`config.mk`:
```
export PLATFORM = sky130hd
export DESIGN_NAME = soc_system_gpio_pio
export DESIGN_NICKNAME = d
export VERILOG_FILES = /design/src/rtl/soc_system_gpio_pio.sv
export SDC_FILE = /design/constraint.sdc
export NUM_CORES = 1
export LEC_CHECK = 0
export CAP_MARGIN = 15
export CORE_MARGIN = 10
export CORE_UTILIZATION = 44
export DETAILED_ROUTE_END_ITERATION = 8
export PLACE_DENSITY = 0.78
export SYNTH_ARGS = -nofsm -noshare
export SYNTH_HDL_FRONTEND = slang
export SYNTH_SLANG_ARGS = --single-unit
```
`constraint.sdc`:
```
create_clock -name clk -period 2.33 [get_ports clk]
set_input_delay 0.233 -clock clk [delete_from_list [all_inputs] [get_ports clk]]
set_output_delay 0.233 -clock clk [all_outputs]
set_load 0.01 [all_outputs]
```
`src/rtl/soc_system_gpio_pio.sv`:
```
// Parametrised Avalon-MM GPIO slave: direction, set/clear output writes,
// synchronised inputs with edge capture and a maskable interrupt.

module soc_system_gpio_pio_lane #(
    parameter int SYNC_STAGES = 2,
    parameter int EDGE_TYPE   = 0
) (
    input  logic clk,
    input  logic reset_n,
    input  logic pin,
    input  logic clr,
    output logic sync,
    output logic cap
);
    logic [SYNC_STAGES-1:0] chain;
    logic                   prev;
    logic                   edge_det;

    assign sync = chain[SYNC_STAGES-1];

    always_comb begin
        edge_det = 1'b0;
        case (EDGE_TYPE)
            0:       edge_det = sync & ~prev;
            1:       edge_det = ~sync & prev;
            default: edge_det = sync ^ prev;
        endcase
    end

    // A detected edge overrides a same-cycle clear so no event is lost.
    always_ff @(posedge clk or negedge reset_n) begin
        if (!reset_n) begin
            chain <= '0;
            prev  <= 1'b0;
            cap   <= 1'b0;
        end else begin
            chain <= {chain[SYNC_STAGES-2:0], pin};
            prev  <= sync;
            cap   <= (cap & ~clr) | edge_det;
        end
    end
endmodule

module soc_system_gpio_pio #(
    parameter int          WIDTH       = 8,
    parameter logic [31:0] RESET_VALUE = 32'h0,
    parameter int          SYNC_STAGES = 2,
    parameter int          EDGE_TYPE   = 0,
    parameter int          IRQ_MODE    = 1
) (
    input  logic             clk,
    input  logic             reset_n,
    input  logic [2:0]       address,
    input  logic             chipselect,
    input  logic             write_n,
    input  logic [31:0]      writedata,
    output logic [31:0]      readdata,
    input  logic [WIDTH-1:0] in_port,
    output logic [WIDTH-1:0] out_port,
    output logic [WIDTH-1:0] oe_port,
    output logic             irq
);
    logic             wr;
    logic [WIDTH-1:0] wd;
    logic [WIDTH-1:0] data_out;
    logic [WIDTH-1:0] direction;
    logic [WIDTH-1:0] irq_mask;
    logic [WIDTH-1:0] edge_capture;
    logic [WIDTH-1:0] in_sync;
    logic [WIDTH-1:0] cap_clr;
    logic [31:0]      rd_next;
    logic             unused_wd;

    assign wr        = chipselect & ~write_n;
    assign wd        = writedata[WIDTH-1:0];
    assign unused_wd = ^writedata;
    assign cap_clr   = (wr && address == 3'd3) ? wd : '0;
    assign out_port  = data_out;
    assign oe_port   = direction;

    for (genvar i = 0; i < WIDTH; i++) begin : g_lane
        soc_system_gpio_pio_lane #(
            .SYNC_STAGES(SYNC_STAGES),
            .EDGE_TYPE  (EDGE_TYPE)
        ) u_lane (
            .clk    (clk),
            .reset_n(reset_n),
            .pin    (in_port[i]),
            .clr    (cap_clr[i]),
            .sync   (in_sync[i]),
            .cap    (edge_capture[i])
        );
    end

    always_ff @(posedge clk or negedge reset_n) begin
        if (!reset_n) begin
            data_out  <= RESET_VALUE[WIDTH-1:0];
            direction <= '0;
            irq_mask  <= '0;
        end else if (wr) begin
            case (address)
                3'd0:    data_out  <= wd;
                3'd1:    direction <= wd;
                3'd2:    irq_mask  <= wd;
                3'd4:    data_out  <= data_out | wd;
                3'd5:    data_out  <= data_out & ~wd;
                default: ;
            endcase
        end
    end

    // Output bits read back the driven value, input bits the pin state.
    always_comb begin
        rd_next = '0;
        case (address)
            3'd0:    rd_next[WIDTH-1:0] = (direction & data_out) | (~direction & in_sync);
            3'd1:    rd_next[WIDTH-1:0] = direction;
            3'd2:    rd_next[WIDTH-1:0] = irq_mask;
            3'd3:    rd_next[WIDTH-1:0] = edge_capture;
            default: rd_next = '0;
        endcase
    end

    always_ff @(posedge clk or negedge reset_n) begin
        if (!reset_n) readdata <= '0;
        else          readdata <= rd_next;
    end

    if (IRQ_MODE == 1) begin : g_irq_edge
        assign irq = |(edge_capture & irq_mask);
    end else begin : g_irq_level
        assign irq = |(in_sync & irq_mask);
    end
endmodule

```
Word level (Yosys, flattened, before mapping)
Index checks and enable logic that the tools add are counted.
{"block": "totals", "reg_bits": 64, "out_inout_bits": 49, "inputBits": 47, "word_cells": 93}
{"block": "op_classes", "eq_ne": 5, "reduce_logical": 7, "bitwise": 50, "mux": 3}
{"cell": "AND 8 bit", "count": 4}
{"cell": "one-hot mux 8 bit (4 select lines)", "count": 1}
{"cell": "one-hot mux 8 bit (3 select lines)", "count": 1}
{"cell": "AND 1 bit", "count": 17}
{"cell": "NOT 1 bit", "count": 17}
{"cell": "NOT 8 bit", "count": 2}
{"cell": "OR 8 bit", "count": 2}
{"cell": "two-way mux 8 bit", "count": 1}
{"cell": "OR 1 bit", "count": 8}
{"cell": "OR reduction 8 bit", "count": 1}
{"cell": "equality test 3 x 2 -> 1 bit (second input constant)", "count": 2}
{"cell": "equality test 3 bit (second input constant)", "count": 2}
{"cell": "AND reduction 2 bit", "count": 3}
{"cell": "equality test 3 x 1 -> 1 bit (second input constant)", "count": 1}
{"cell": "logical NOT 3 bit", "count": 1}
{"cell": "nonzero test 3 bit", "count": 1}
{"cell": "logical AND 1 bit", "count": 1}

Logic depth before layout (Yosys ltp)
{"block": "logic_depth", "ltp_word": 7, "mapped_depth": 5, "depth_no_buf": 3}

Modules after synthesis
Synthesis repeated with hierarchy kept, for this count alone.
{"block": "hier_totals", "hier_cells": 233, "area_unflattened_um2": 2859.0}
{"mod": "soc_system_gpio_pio", "area_each_um2": 1898.1, "cells_each": 177, "seq_area_each_um2": 800.8, "n_inst": 1}
{"mod": "soc_system_gpio_pio_lane", "area_each_um2": 120.1, "cells_each": 7, "seq_area_each_um2": 100.1, "n_inst": 8}

Worst setup path before layout
No wires, ideal clock.
{"block": "synth_timing", "kind": "input to register", "start": "input address[0]", "end": "register irq_mask[0]", "stages": 5, "required_ns": 2.205, "setup_slack_ns": 0.683, "t_arrival_ns": 1.522, "n_path_buf": 2, "path_cell_list": "or2_1 > buf_6 > or4b_4 > buf_6 > mux2_4"}
{"block": "synth_between", "elab_chain_cells": 2}
{"element": "start, declared", "line_no": "53", "rtl": "input logic [2:0] address,"}
{"element": "equality test 3 x 2 -> 1 bit", "line_no": "101", "rtl": "case (address)"}
{"element": "AND reduction 2 bit (no source line)"}
{"element": "end signal, assigned", "line_no": "104", "rtl": "3'd2: irq_mask <= wd;"}
{"element": "end, declared", "line_no": "67", "rtl": "logic [WIDTH-1:0] irq_mask;"}
Every way passes these cells.
A chain may end at the register's enable or synchronous reset.

Worst setup path after layout
{"block": "layout_timing", "start": "register irq_mask[5]", "end": "output irq"}
{"block": "layout_between", "elab_chain_cells": 2}
{"element": "AND 8 bit", "line_no": "130", "rtl": "assign irq = |(edge_capture & irq_mask);"}
{"element": "OR reduction 8 bit", "line_no": "130"}
{"element": "end, declared", "line_no": "61", "rtl": "output logic irq"}
Every way passes these cells.

==> flow_summary.toml <==
[cts]
clk_latency_ns = 0.34
cts_resized = 0
cts.clk_slew.worst_paths_ns = 0.07
cts_buffers = 9
cts.htree.levels = 3
cts_tree = "yes"
cts-root-buf = "clkbuf_8"
clockBufferDepth = 2
cts.sinks = 64
post-cts-setup-buffer-count = 0

[pwr]
p_per_area_mw_per_mm2 = 840
leakagePower_nw = 1.55
irDropWorstVdd_v = 0.000439

[final_layout]
finish.utilization_pct = 57.9
layout.nets = 338
syn_to_final_growth_pct = 25.9
diodes = 0
final_cell_mix = "64 x dfrtp_1, 46 x clkdlybuf4s50_1, 26 x o21ai_0"
layout_commonest_cell = "dfrtp_1"
drive_gt1_share_pct = 17.3

[detailed_routing]
detail-route-antenna-nets = 0
dr.pass1.iters = 4
detail_route.vias_per_cell = 5.11
route.detailed.drc = 0
drtIter0Drc = 103
wl_per_cell_um = 17.2
drt_wl_total_um = 6370
num_vias = 1890

[grt]
grt_pass1_wl_um = 10300
gr-usage-all-layers_pct = 13.2
grt.busiest_layer = "met2"
antenna_found_initial = 0
grt_max_degree = 35
first_global_vias = 2016
use_met3_pct = 4.57
overflow = 0
grt_util_met2_pct = 20.4
grt_util_met1_pct = 16.0

[critical_path]
path_max_fanout = 3
worstPathArrival_ns = 1.64
cp-start-kind = "flip-flop"
end_kind = "output pin"
path_class = "flip-flop to output pin"
cp.required_ns = 2.10

[synthesis]
synth.area.top_cells = "dfrtp_1 58%, buf_4 6.5%, mux2_2 5.7%"
netlist_instances = 233
syn_area_sq_mm = 0.00276
ys_seq_elements = 64
yosysTopAreaCell = "dfrtp_1"
ys_seq_area_share_pct = 58.1
yosysTopAreaCellShare_pct = 58.1
yosys.cell_types.count = 32
syn_area_per_cell_sq_um = 11.8
synth_warnings = 0

[die]
rows = 28
die_x_um = 99.2
fp.dieH_um = 99.2
ios = 96
initial_core_util_pct = 46.0
die-area_sq_mm = 0.00983
coreArea_sq_mm = 0.00599

[worst_hold_path]
hp-class = "input pin to flip-flop"

[run]
drv_cap = 0

[placed_design]
numPortBuffers = 47
gp_routability_congestion = 0.840
hpwl_um = 4490

[timing]
relSlewSlack_pct = 38.9
finalHoldViolCount = 0
setup_viol = 0
finalSetupTns_ns = 0
max_freq_ghz = 0.534
post-route-period-util_pct = 80.4
timing_max_transition_violations_final = 0
tightest_slew_ns = 0.910
rsz0062_at_grt = "false"
fin_crit_ns = 1.87
finalClockSkew_ns = 0.00524

[outcome]
outcome = "finished, final reports clean"
[per-stage QoR]
step | area [sq um] | setup slack [ns] | std cells | power, mW | hold WS, ns
2_1_floorplan | 2840 | 0.683 | 256 | 1.67 | -0.0626
3_3_place_gp | 3260 | 0.322 | 354 | 1.95 | 0.319
3_5_place_dp | 3260 | 0.254 | 354 | 1.97 | 0.323
4_1_cts | 3470 | 0.466 | 370 | 2.94 | 0.318
5_1_grt | 3470 | 0.377 | 370 | 3.05 | 0.321
6_report | 3470 | 0.458 | 370 | 2.92 | 0.328
[cells in the mapped netlist]
library cell	n
clkbuf_1	5
mux2i_1	7
dfrtp_1	64
a311oi_1	1
nand2b_1	1
buf_6	2
buf_1	2
nor3_1	1
o221ai_1	6
o311a_1	1
mux2_2	14
nor2_1	1
nand4bb_1	1
inv_1	9
conb_1	1
nor2b_1	1
a21oi_1	16
or2_1	1
a211oi_1	2
or3_1	1
a22oi_1	4
nor4b_2	1
nand2_1	20
or4b_4	1
or2_2	1
o21ai_0	26
mux2_4	8
nand3_1	8
buf_2	1
buf_4	24
nand4_1	1
nor3b_1	1
[sequential cells by signal, indices dropped and copies added, names as in the netlist]
| register | cells |
|---|---|
| out_port | 8 |
| g_lane.u_lane.chain | 16 |
| g_lane.u_lane.cap | 8 |
| oe_port | 8 |
| irq_mask | 8 |
| readdata | 8 |
| g_lane.u_lane.prev | 8 |
[final timing paths]
path	start	endpoint	slack, ns	cells after the start
max reg2reg	oe_port[6]$_DFFE_PN0P_	readdata[6]$_DFF_PN0_	1.18	2
min reg2reg	g_lane[7].u_lane.chain[0]$_DFF_PN0_	g_lane[7].u_lane.chain[1]$_DFF_PN0_	0.35	0
min	in_port[5]	g_lane[5].u_lane.chain[0]$_DFF_PN0_	0.33	1
max	irq_mask[5]$_DFFE_PN0P_	irq	0.46	3
max in group asynchronous	reset_n	oe_port[4]$_DFFE_PN0P_	1.23	3
min in group asynchronous	reset_n	g_lane[3].u_lane.chain[1]$_DFF_PN0_	0.48	2
[timing repair]
item / in CTS / in global routing
hold buffers: 1 / 0
endpoints found under the setup margin: 0 / 0
hold endpoints to repair: 30 / 0
[cell type report]
cell class              instances  area (sq um)
fillers                       506          2520
flip-flops and latches         64          1600
multi-input cells             149           973
repair buffers                 58           563
clock buffers                  12           165
well taps                      75          93.8
clock inverters                 3          40.0
inverters                       9          33.8
[power by group]
group          internal, mW  total [mW]  switching (mW)
clock                 0.572       0.968           0.396
combinational         0.338       0.587           0.249
sequential             1.25        1.36           0.107
total                  2.16        2.92           0.753
[kinds of logic (layout without fill, tap and decap cells)]
logic type	after synthesis	in the layout	synth area share, %
flops	64	64	58.1
compound gates	56	56	11.8
buf+inv	43	82	9.71
simple gates	40	40	7.58
mux	29	29	12.6
other cells	1	24	0.136
[routing by layer]
metal / part of all wire (%) / up-vias
met3: 8.0 / 11
li1: - / 882
met2: 48 / 74
met4: 2.1 / 0
met5: 0 / -
met1: 41 / 923
[critical path, cell delays in order (launching register included)]
cell and delay, ns:
dfrtp_1 0.40, a22oi_1 0.24, nand4_1 0.16, clkdlybuf4s50_1 0.51
Note: power is estimated with default switching activity, not from simulation.
